File: config.mk
export PLATFORM = sky130hd
export DESIGN_NAME = vend_pay_ctrl
export DESIGN_NICKNAME = d
export VERILOG_FILES = /design/src/rtl/vend_pay_ctrl.sv
export SDC_FILE = /design/constraint.sdc
export NUM_CORES = 1
export LEC_CHECK = 0
export ABC_AREA = 0
export CAP_MARGIN = 20
export CORE_ASPECT_RATIO = 1.5
export CORE_MARGIN = 2
export CORE_UTILIZATION = 51
export CTS_CLUSTER_DIAMETER = 100
export DETAILED_ROUTE_END_ITERATION = 16
export PLACE_DENSITY_LB_ADDON = 0.2
export SLEW_MARGIN = 30
export SYNTH_ARGS = -nofsm -noshare
export SYNTH_HDL_FRONTEND = slang
export SYNTH_SLANG_ARGS = --single-unit
File: constraint.sdc
create_clock -name i_clk -period 3.9 [get_ports i_clk]
set_input_delay 0.78 -clock i_clk [delete_from_list [all_inputs] [get_ports i_clk]]
set_output_delay 0.78 -clock i_clk [all_outputs]
set_load 0.01 [all_outputs]
File: src/rtl/vend_pay_ctrl.sv
// rtl/vend_pay_ctrl.sv - payment collection, vend strobe and greedy change return
//
// Ports:
//   i_clk, i_rst_n                   clock, asynchronous active-low reset
//   i_total_valid, i_total[15:0]     order total from the multiplier (pulse)
//   i_coin_valid, i_coin[1:0]        inserted coin (0:10 1:50 2:100 3:500)
//   o_coin_ready                     coins accepted while collecting
//   i_cancel                         abort order, refund everything paid
//   o_paid[15:0]                     running paid sum (saturating)
//   o_vend                           one-cycle vend strobe
//   o_change_valid, o_change_coin    change coin offer, held until i_change_ready
//   i_change_ready                   dispenser takes the offered coin
//   o_done, o_remainder[15:0]        completion pulse, unpayable change (<10)
module vend_pay_ctrl (
  input  logic        i_clk,
  input  logic        i_rst_n,
  input  logic        i_total_valid,
  input  logic [15:0] i_total,
  input  logic        i_coin_valid,
  input  logic [1:0]  i_coin,
  output logic        o_coin_ready,
  input  logic        i_cancel,
  output logic [15:0] o_paid,
  output logic        o_vend,
  output logic        o_change_valid,
  output logic [1:0]  o_change_coin,
  input  logic        i_change_ready,
  output logic        o_done,
  output logic [15:0] o_remainder
);

  typedef enum logic [2:0] {IDLE, COLLECT, VEND, CHANGE, DONE} state_t;

  state_t      state, state_nxt;
  logic [15:0] total_q;
  logic [15:0] change_q;
  logic [15:0] coin_amt;
  logic [16:0] sum_wide;
  logic [15:0] paid_sum;
  logic        coin_take;
  logic        covered;
  logic        has_offer;
  logic [1:0]  offer_code;
  logic [15:0] offer_amt;
  logic [15:0] change_left;

  always_comb begin
    unique case (i_coin)
      2'd0:    coin_amt = 16'd10;
      2'd1:    coin_amt = 16'd50;
      2'd2:    coin_amt = 16'd100;
      default: coin_amt = 16'd500;
    endcase
  end

  assign coin_take = (state == COLLECT) && i_coin_valid;
  assign sum_wide  = {1'b0, o_paid} + {1'b0, (coin_take ? coin_amt : 16'd0)};
  assign paid_sum  = sum_wide[16] ? 16'hFFFF : sum_wide[15:0];
  // Coverage uses the registered sum, so a covering coin vends one cycle later.
  assign covered   = (o_paid >= total_q);

  // Greedy offer is recomputed from the registered change, so it stays
  // stable while the dispenser stalls.
  always_comb begin
    has_offer  = 1'b1;
    offer_code = 2'd0;
    offer_amt  = 16'd10;
    if (change_q >= 16'd500) begin
      offer_code = 2'd3;
      offer_amt  = 16'd500;
    end else if (change_q >= 16'd100) begin
      offer_code = 2'd2;
      offer_amt  = 16'd100;
    end else if (change_q >= 16'd50) begin
      offer_code = 2'd1;
      offer_amt  = 16'd50;
    end else if (change_q < 16'd10) begin
      has_offer  = 1'b0;
      offer_amt  = 16'd0;
    end
  end

  assign change_left = change_q - offer_amt;

  always_ff @(posedge i_clk or negedge i_rst_n) begin
    if (!i_rst_n) state <= IDLE;
    else          state <= state_nxt;
  end

  always_comb begin
    state_nxt      = state;
    o_coin_ready   = 1'b0;
    o_vend         = 1'b0;
    o_change_valid = 1'b0;
    o_change_coin  = 2'd0;
    o_done         = 1'b0;
    unique case (state)
      IDLE: begin
        if (i_total_valid) state_nxt = COLLECT;
      end
      COLLECT: begin
        o_coin_ready = 1'b1;
        if (covered)       state_nxt = VEND;
        else if (i_cancel) state_nxt = CHANGE;
      end
      VEND: begin
        o_vend    = 1'b1;
        state_nxt = CHANGE;
      end
      CHANGE: begin
        if (!has_offer) begin
          state_nxt = DONE;
        end else begin
          o_change_valid = 1'b1;
          o_change_coin  = offer_code;
          // Skip the idle CHANGE cycle once the last payable coin leaves.
          if (i_change_ready && (change_left < 16'd10)) state_nxt = DONE;
        end
      end
      DONE: begin
        o_done    = 1'b1;
        state_nxt = IDLE;
      end
      default: state_nxt = IDLE;
    endcase
  end

  always_ff @(posedge i_clk or negedge i_rst_n) begin
    if (!i_rst_n) begin
      total_q     <= 16'd0;
      change_q    <= 16'd0;
      o_paid      <= 16'd0;
      o_remainder <= 16'd0;
    end else begin
      unique case (state)
        IDLE: begin
          if (i_total_valid) begin
            total_q     <= i_total;
            o_paid      <= 16'd0;
            o_remainder <= 16'd0;
          end
        end
        COLLECT: begin
          o_paid <= paid_sum;
          if (!covered && i_cancel) change_q <= paid_sum;
        end
        VEND: begin
          change_q <= o_paid - total_q;
        end
        CHANGE: begin
          if (!has_offer) begin
            o_remainder <= change_q;
          end else if (i_change_ready) begin
            change_q <= change_left;
            if (change_left < 16'd10) o_remainder <= change_left;
          end
        end
        default: ;
      endcase
    end
  end

endmodule

Word level (Yosys, flattened, before mapping) --
Index checks and enable logic that the tools add are counted.
Storage, ports and cells: register bits after elaboration 67, input bits 24, output and inout bits 38
Operators by class: $add $sub $neg 3, magnitude comparators 6, eq/ne operators 14, muxes and demuxes 37, reduce and logical (&&, ||, !) cells 14
Operators by type and width (count):
- $mux 16 | 9
- $pmux 16 s2 | 2
- $pmux 16 s3 | 1
- $lt 16x4->1 const B | 2
- $sub 16x16->16 | 2
- $pmux 9 s3 | 1
- $add 16x16->17 | 1
- $ge 16x16->1 | 1
- $ge 16x6->1 const B | 1
- $ge 16x7->1 const B | 1
- $ge 16x9->1 const B | 1
- $mux 3 | 5
- $ne 3x3->1 const B | 4
- $pmux 3 s4 | 1
- $mux 1 | 10
- $mux 9 | 1
- $mux 2 | 4
- $reduce_and 4->1 | 2
- $mux 7 | 1
- $eq 3x2->1 const B | 2
- $mux 6 | 1
- $ne 2x2->1 const B | 3
- $mux 4 | 1
- $reduce_and 2->1 | 2
- other kinds (12) | 15

Depth between registers and ports, before layout --
depth in word-level cells 11, depth in mapped cells 19, gate-level depth less buffers 17

Worst setup path after synthesis --
Ideal clock, no wire load.
kind reg2reg, start point register change_q[10], end point register o_remainder[10], setup time 117 ps, data arrival time 4161 ps, required time 3783 ps, setup slack -378 ps, cell stages (with the launch flop) 19, cell sequence dfrtp_1 > clkbuf_2 > nor4_2 > nand2_1 > nor3_1 > inv_1 > nor3_1 > ha_1 > inv_1 > fa_1 > a211oi_1 > nor2_1 > o41ai_2 > and3b_1 > nor3_1 > or4_1 > a21o_1 > buf_6 > and2_4
On the way: cells in the longest elaborated chain, start to end 10
RTL lines:
- from (decl) | RTL line 36 | logic [15:0] change_q;
- from (signal assigned) | RTL line 145 | if (!covered && i_cancel) change_q <= paid_sum;
- from (signal assigned) | RTL line 148 | change_q <= o_paid - total_q;
- from (signal assigned) | RTL line 154 | change_q <= change_left;
- parallel branches: the longest is 10 deep, another holds $lt 16x4->1
- to (signal assigned) | RTL line 152 | o_remainder <= change_q;
- to (signal assigned) | RTL line 155 | if (change_left < 16'd10) o_remainder <= change_left;
- to (decl) | RTL line 29 | output logic [15:0] o_remainder
Several ways; the timed one is not identified. The select of a mux whose other input is x is not followed. A chain may end at the register's enable or synchronous reset.

Worst setup path after layout --
start point register change_q[10], end point register o_remainder[2]
The elaborated chain is that of the path after synthesis.

==> out/qor.csv <==
stage;metric;value;unit
status;status;finished, violations left;
status;violations;negative setup slack;
routing;num_vias;4956;
power_and_ir_drop;irDropWorstVdd;0.0004767;V
synthesis;netlist_top_cells_area;dfrtp_1, ha_1, o21ai_0, nand2_1, nor2_1;
power_and_ir_drop;power;5.685;mW
timing;fmax;0.2524;GHz
synthesis;syn_area;0.004915;mm2
layout;area_growth;37.70;%
clock_tree;numCtsBuffers;9;
run;maxCapViolCount;0;
clock_tree;insertion_delay;340;ps
clock_tree;path_clk_slew;60;ps
synthesis;synth-adder-area-share;0.09369;
synthesis;synth_top_cell_by_area;dfrtp_1;
worst_setup_path;crit_fanout;5;
clock_tree;cts_hold_buf;0;
timing;finalWorstPathRequiredPeriod;3963;ps
timing;finalSetupViolations;17;
layout;multi_input_area;0.003193;mm2
worst_setup_path;worst-setup-path-type;reg2reg;
power_and_ir_drop;p_sw_frac;0.4477;
floorplanning;die_area;0.01045;mm2
power_and_ir_drop;p_int;3.140;mW
floorplanning;die_w;84.15;um
routing;drt_iter0_markers;360;
routing;dr.pass1.iters;5;
timing;fin_crit_sh;1.016;
placement;dp_hpwl;11050;um
global_route;antenna_found_initial;0;
global_route;grt_max_degree;50;
floorplanning;coreArea;0.009308;mm2
routing;drc;0;
routing;post_drt_via_cell_ratio;5.763;
global_route;grt_pass1_wl;24510;um
timing;setup_ws;-62.75;ps
synthesis;yosys.area_share.simple;0.2217;
clock_tree;htreeDepth;3;
placement;io_buffer_count;61;
power_and_ir_drop;powerDensity;840.0;mW/mm2
global_route;grt_pass1_vias;5131;
power_and_ir_drop;pwr-share-comb;0.678;
timing;tns;-545.6;ps
layout;seq_area;0.001679;mm2
synthesis;async_reset_ff_frac;1.000;
power_and_ir_drop;pwr-share-seq;0.188;
synthesis;synth_xor_xnor_area_share;0.04990;
synthesis;synth-seq-area-share;0.3411;
timing;hold_viol_final;0;
synthesis;synth_mux_area_frac;0.01273;
worst_setup_path;cp.arrival;4210;ps
routing;antenna_left;0;
floorplanning;start_util;0.5280;
timing;whs;466.1;ps
layout;diodes;0;
timing;max_slew_margin;0.4327;
global_route;grtUsageTotal;0.2898;
layout;nNetsFinal;802;
clock_tree;cts_sinks;67;
power_and_ir_drop;leakage;3.096;nW
timing;rsz0062_at_grt;true;
routing;post_drt_wl_per_cell;17.17;um
synthesis;synth-seq-cells;67;
synthesis;synth_edf_count;0;
floorplanning;row_count;43;
timing;maxSlewViolCount;0;
power_and_ir_drop;p_sw;2.545;mW
worst_setup_path;cp-end-kind;register;
synthesis;ys_types;64;
synthesis;yosysMostFrequentCell;nand2_1;
timing;tightest_slew;851.0;ps
synthesis;synth_ff_type;dfrtp_1;
worst_setup_path;startpoint_type;register;
placement;place_congestion;0.9539;
clock_tree;cts.path.max_buffers;2;
worst_hold_path;holdCritPathClass;in2async;
routing;wl;14770;um
synthesis;netlist_instances;594;
synthesis;syn_area_per_cell;8.274;um2
power_and_ir_drop;clockPowerShare;0.134;
global_route;grt_overflow;0;
clock_tree;cts_tree;done;
synthesis;synth_top_family_by_area;compound AO/OA/AOI/OAI gates;
synthesis;yosys_warnings;0;
worst_setup_path;cp.required;4150;ps
synthesis;synth_compound_area_frac;0.2340;
layout;final.fill_count;747;
timing;fin_skew;7.763;ps
synthesis;synth_top_area_share;0.3411;
synthesis;synthTopCellsByCount;nand2_1, dfrtp_1, o21ai_0, nor2_1, inv_1;
floorplanning;io_pins;62;
clock_tree;root_buffer;clkbuf_16;
layout;drive_above_1_share;0.2193;
synthesis;syn_nets;653;
floorplanning;die_h;124.2;um
## layout by cell type (no fill, tap or decap), types with 8 or more instances in the layout
| cell type | instances |
|---|---|
| buf_4 | 99 |
| nand2_1 | 72 |
| dfrtp_1 | 65 |
| clkdlybuf4s50_1 | 60 |
| o21ai_0 | 58 |
| nor2_1 | 52 |
| inv_1 | 33 |
| a21oi_1 | 33 |
| ha_1 | 31 |
| xor2_1 | 17 |
| nor3_1 | 13 |
| nand3_1 | 11 |
| xnor2_1 | 11 |
| and2_1 | 10 |
| o21a_1 | 9 |
| clkbuf_16 | 9 |
| a21o_1 | 8 |
| o211ai_1 | 8 |
## flip-flops by register name (all words and copies together) (netlist names)
signal	flops
change_q	16
o_paid	16
o_remainder	16
state	3
total_q	16
## power groups by stage
stage | Combinational, mW | Clock [mW] | Sequential [mW]
2_1_floorplan | 2.13 | 0 | 1.09
3_3_place_gp | 3.40 | 0 | 1.07
3_5_place_dp | 3.46 | 0 | 1.08
4_1_cts | 3.71 | 0.767 | 1.07
5_1_grt | 4.20 | 0.791 | 1.10
6_report | 3.86 | 0.761 | 1.07
## critical path: stages, from the launching register on
cell and delay, ps:
dfrtp_2 430, nor4_4 370, nand4b_1 210, buf_4 200, nor3_4 220, nor3_2 80, ha_2 180, buf_4 130
nor2b_2 140, o2111a_1 240, buf_4 120, o31ai_1 110, a221oi_2 290, nand4b_1 150, or4_4 540, a21o_4 250
o31ai_1 210
## final cells by class
type / instances / share of cell area
Clock inverter: 7 / 0.007580
Tap cell: 112 / 0.02071
Timing Repair Buffer: 159 / 0.1986
Sequential cell: 67 / 0.2481
Inverter: 36 / 0.01997
Clock buffer: 9 / 0.03328
Multi-Input combinational cell: 470 / 0.4718
## through the flow
stage	utilization	area [um2]	std cells	setup WS, ps
floorplan	-	5002	594	-46.93
finish	0.7271	6768	860	-62.75
global route	0.7271	6768	860	-266.0
global placement	0.6660	6198	817	-175.1
CTS	0.7185	6688	856	-86.03
detailed placement	0.6662	6201	817	-330.5
## worst paths after layout
path                                             from                     endpoint  slack [ps]  cells after the start
max in group asynchronous                     i_rst_n       total_q[4]$_DFFE_PN0P_        2700                      2
setup reg to reg             change_q[10]$_DFFE_PN0P_   o_remainder[2]$_DFFE_PN0P_         -60                     16
hold reg to reg            o_remainder[2]$_DFFE_PN0P_   o_remainder[2]$_DFFE_PN0P_         480                      2
min in group i_clk         o_remainder[2]$_DFFE_PN0P_   o_remainder[2]$_DFFE_PN0P_         480                      2
hold / removal                                i_rst_n  o_remainder[12]$_DFFE_PN0P_         470                      1
setup / recovery             change_q[10]$_DFFE_PN0P_   o_remainder[2]$_DFFE_PN0P_         -60                     16
## what timing repair did
action,in CTS,in global routing
cloned,2,0
pin swaps,10,4
setup buffers,21,4
setup endpoints to repair,16,21
gates resized for setup,8,13
## cells by family (layout without fill, tap and decap cells)
| kind of cell | after synthesis | count (layout) |
|---|---|---|
| compound gates | 179 | 181 |
| xor+xnor | 28 | 28 |
| fa+ha+maj | 35 | 35 |
| buf+inv | 59 | 211 |
| flops | 67 | 67 |
| mux | 6 | 6 |
| simple gates | 220 | 220 |
## layer usage
metal,part of all wire,up-vias,global-route usage
met1,0.41,2330,0.3467
met4,0.038,0,0.1347
met5,0,-,0
met3,0.037,46,0.03650
met2,0.52,153,0.5089
li1,-,2427,-
(Power assumes the default switching activity.)
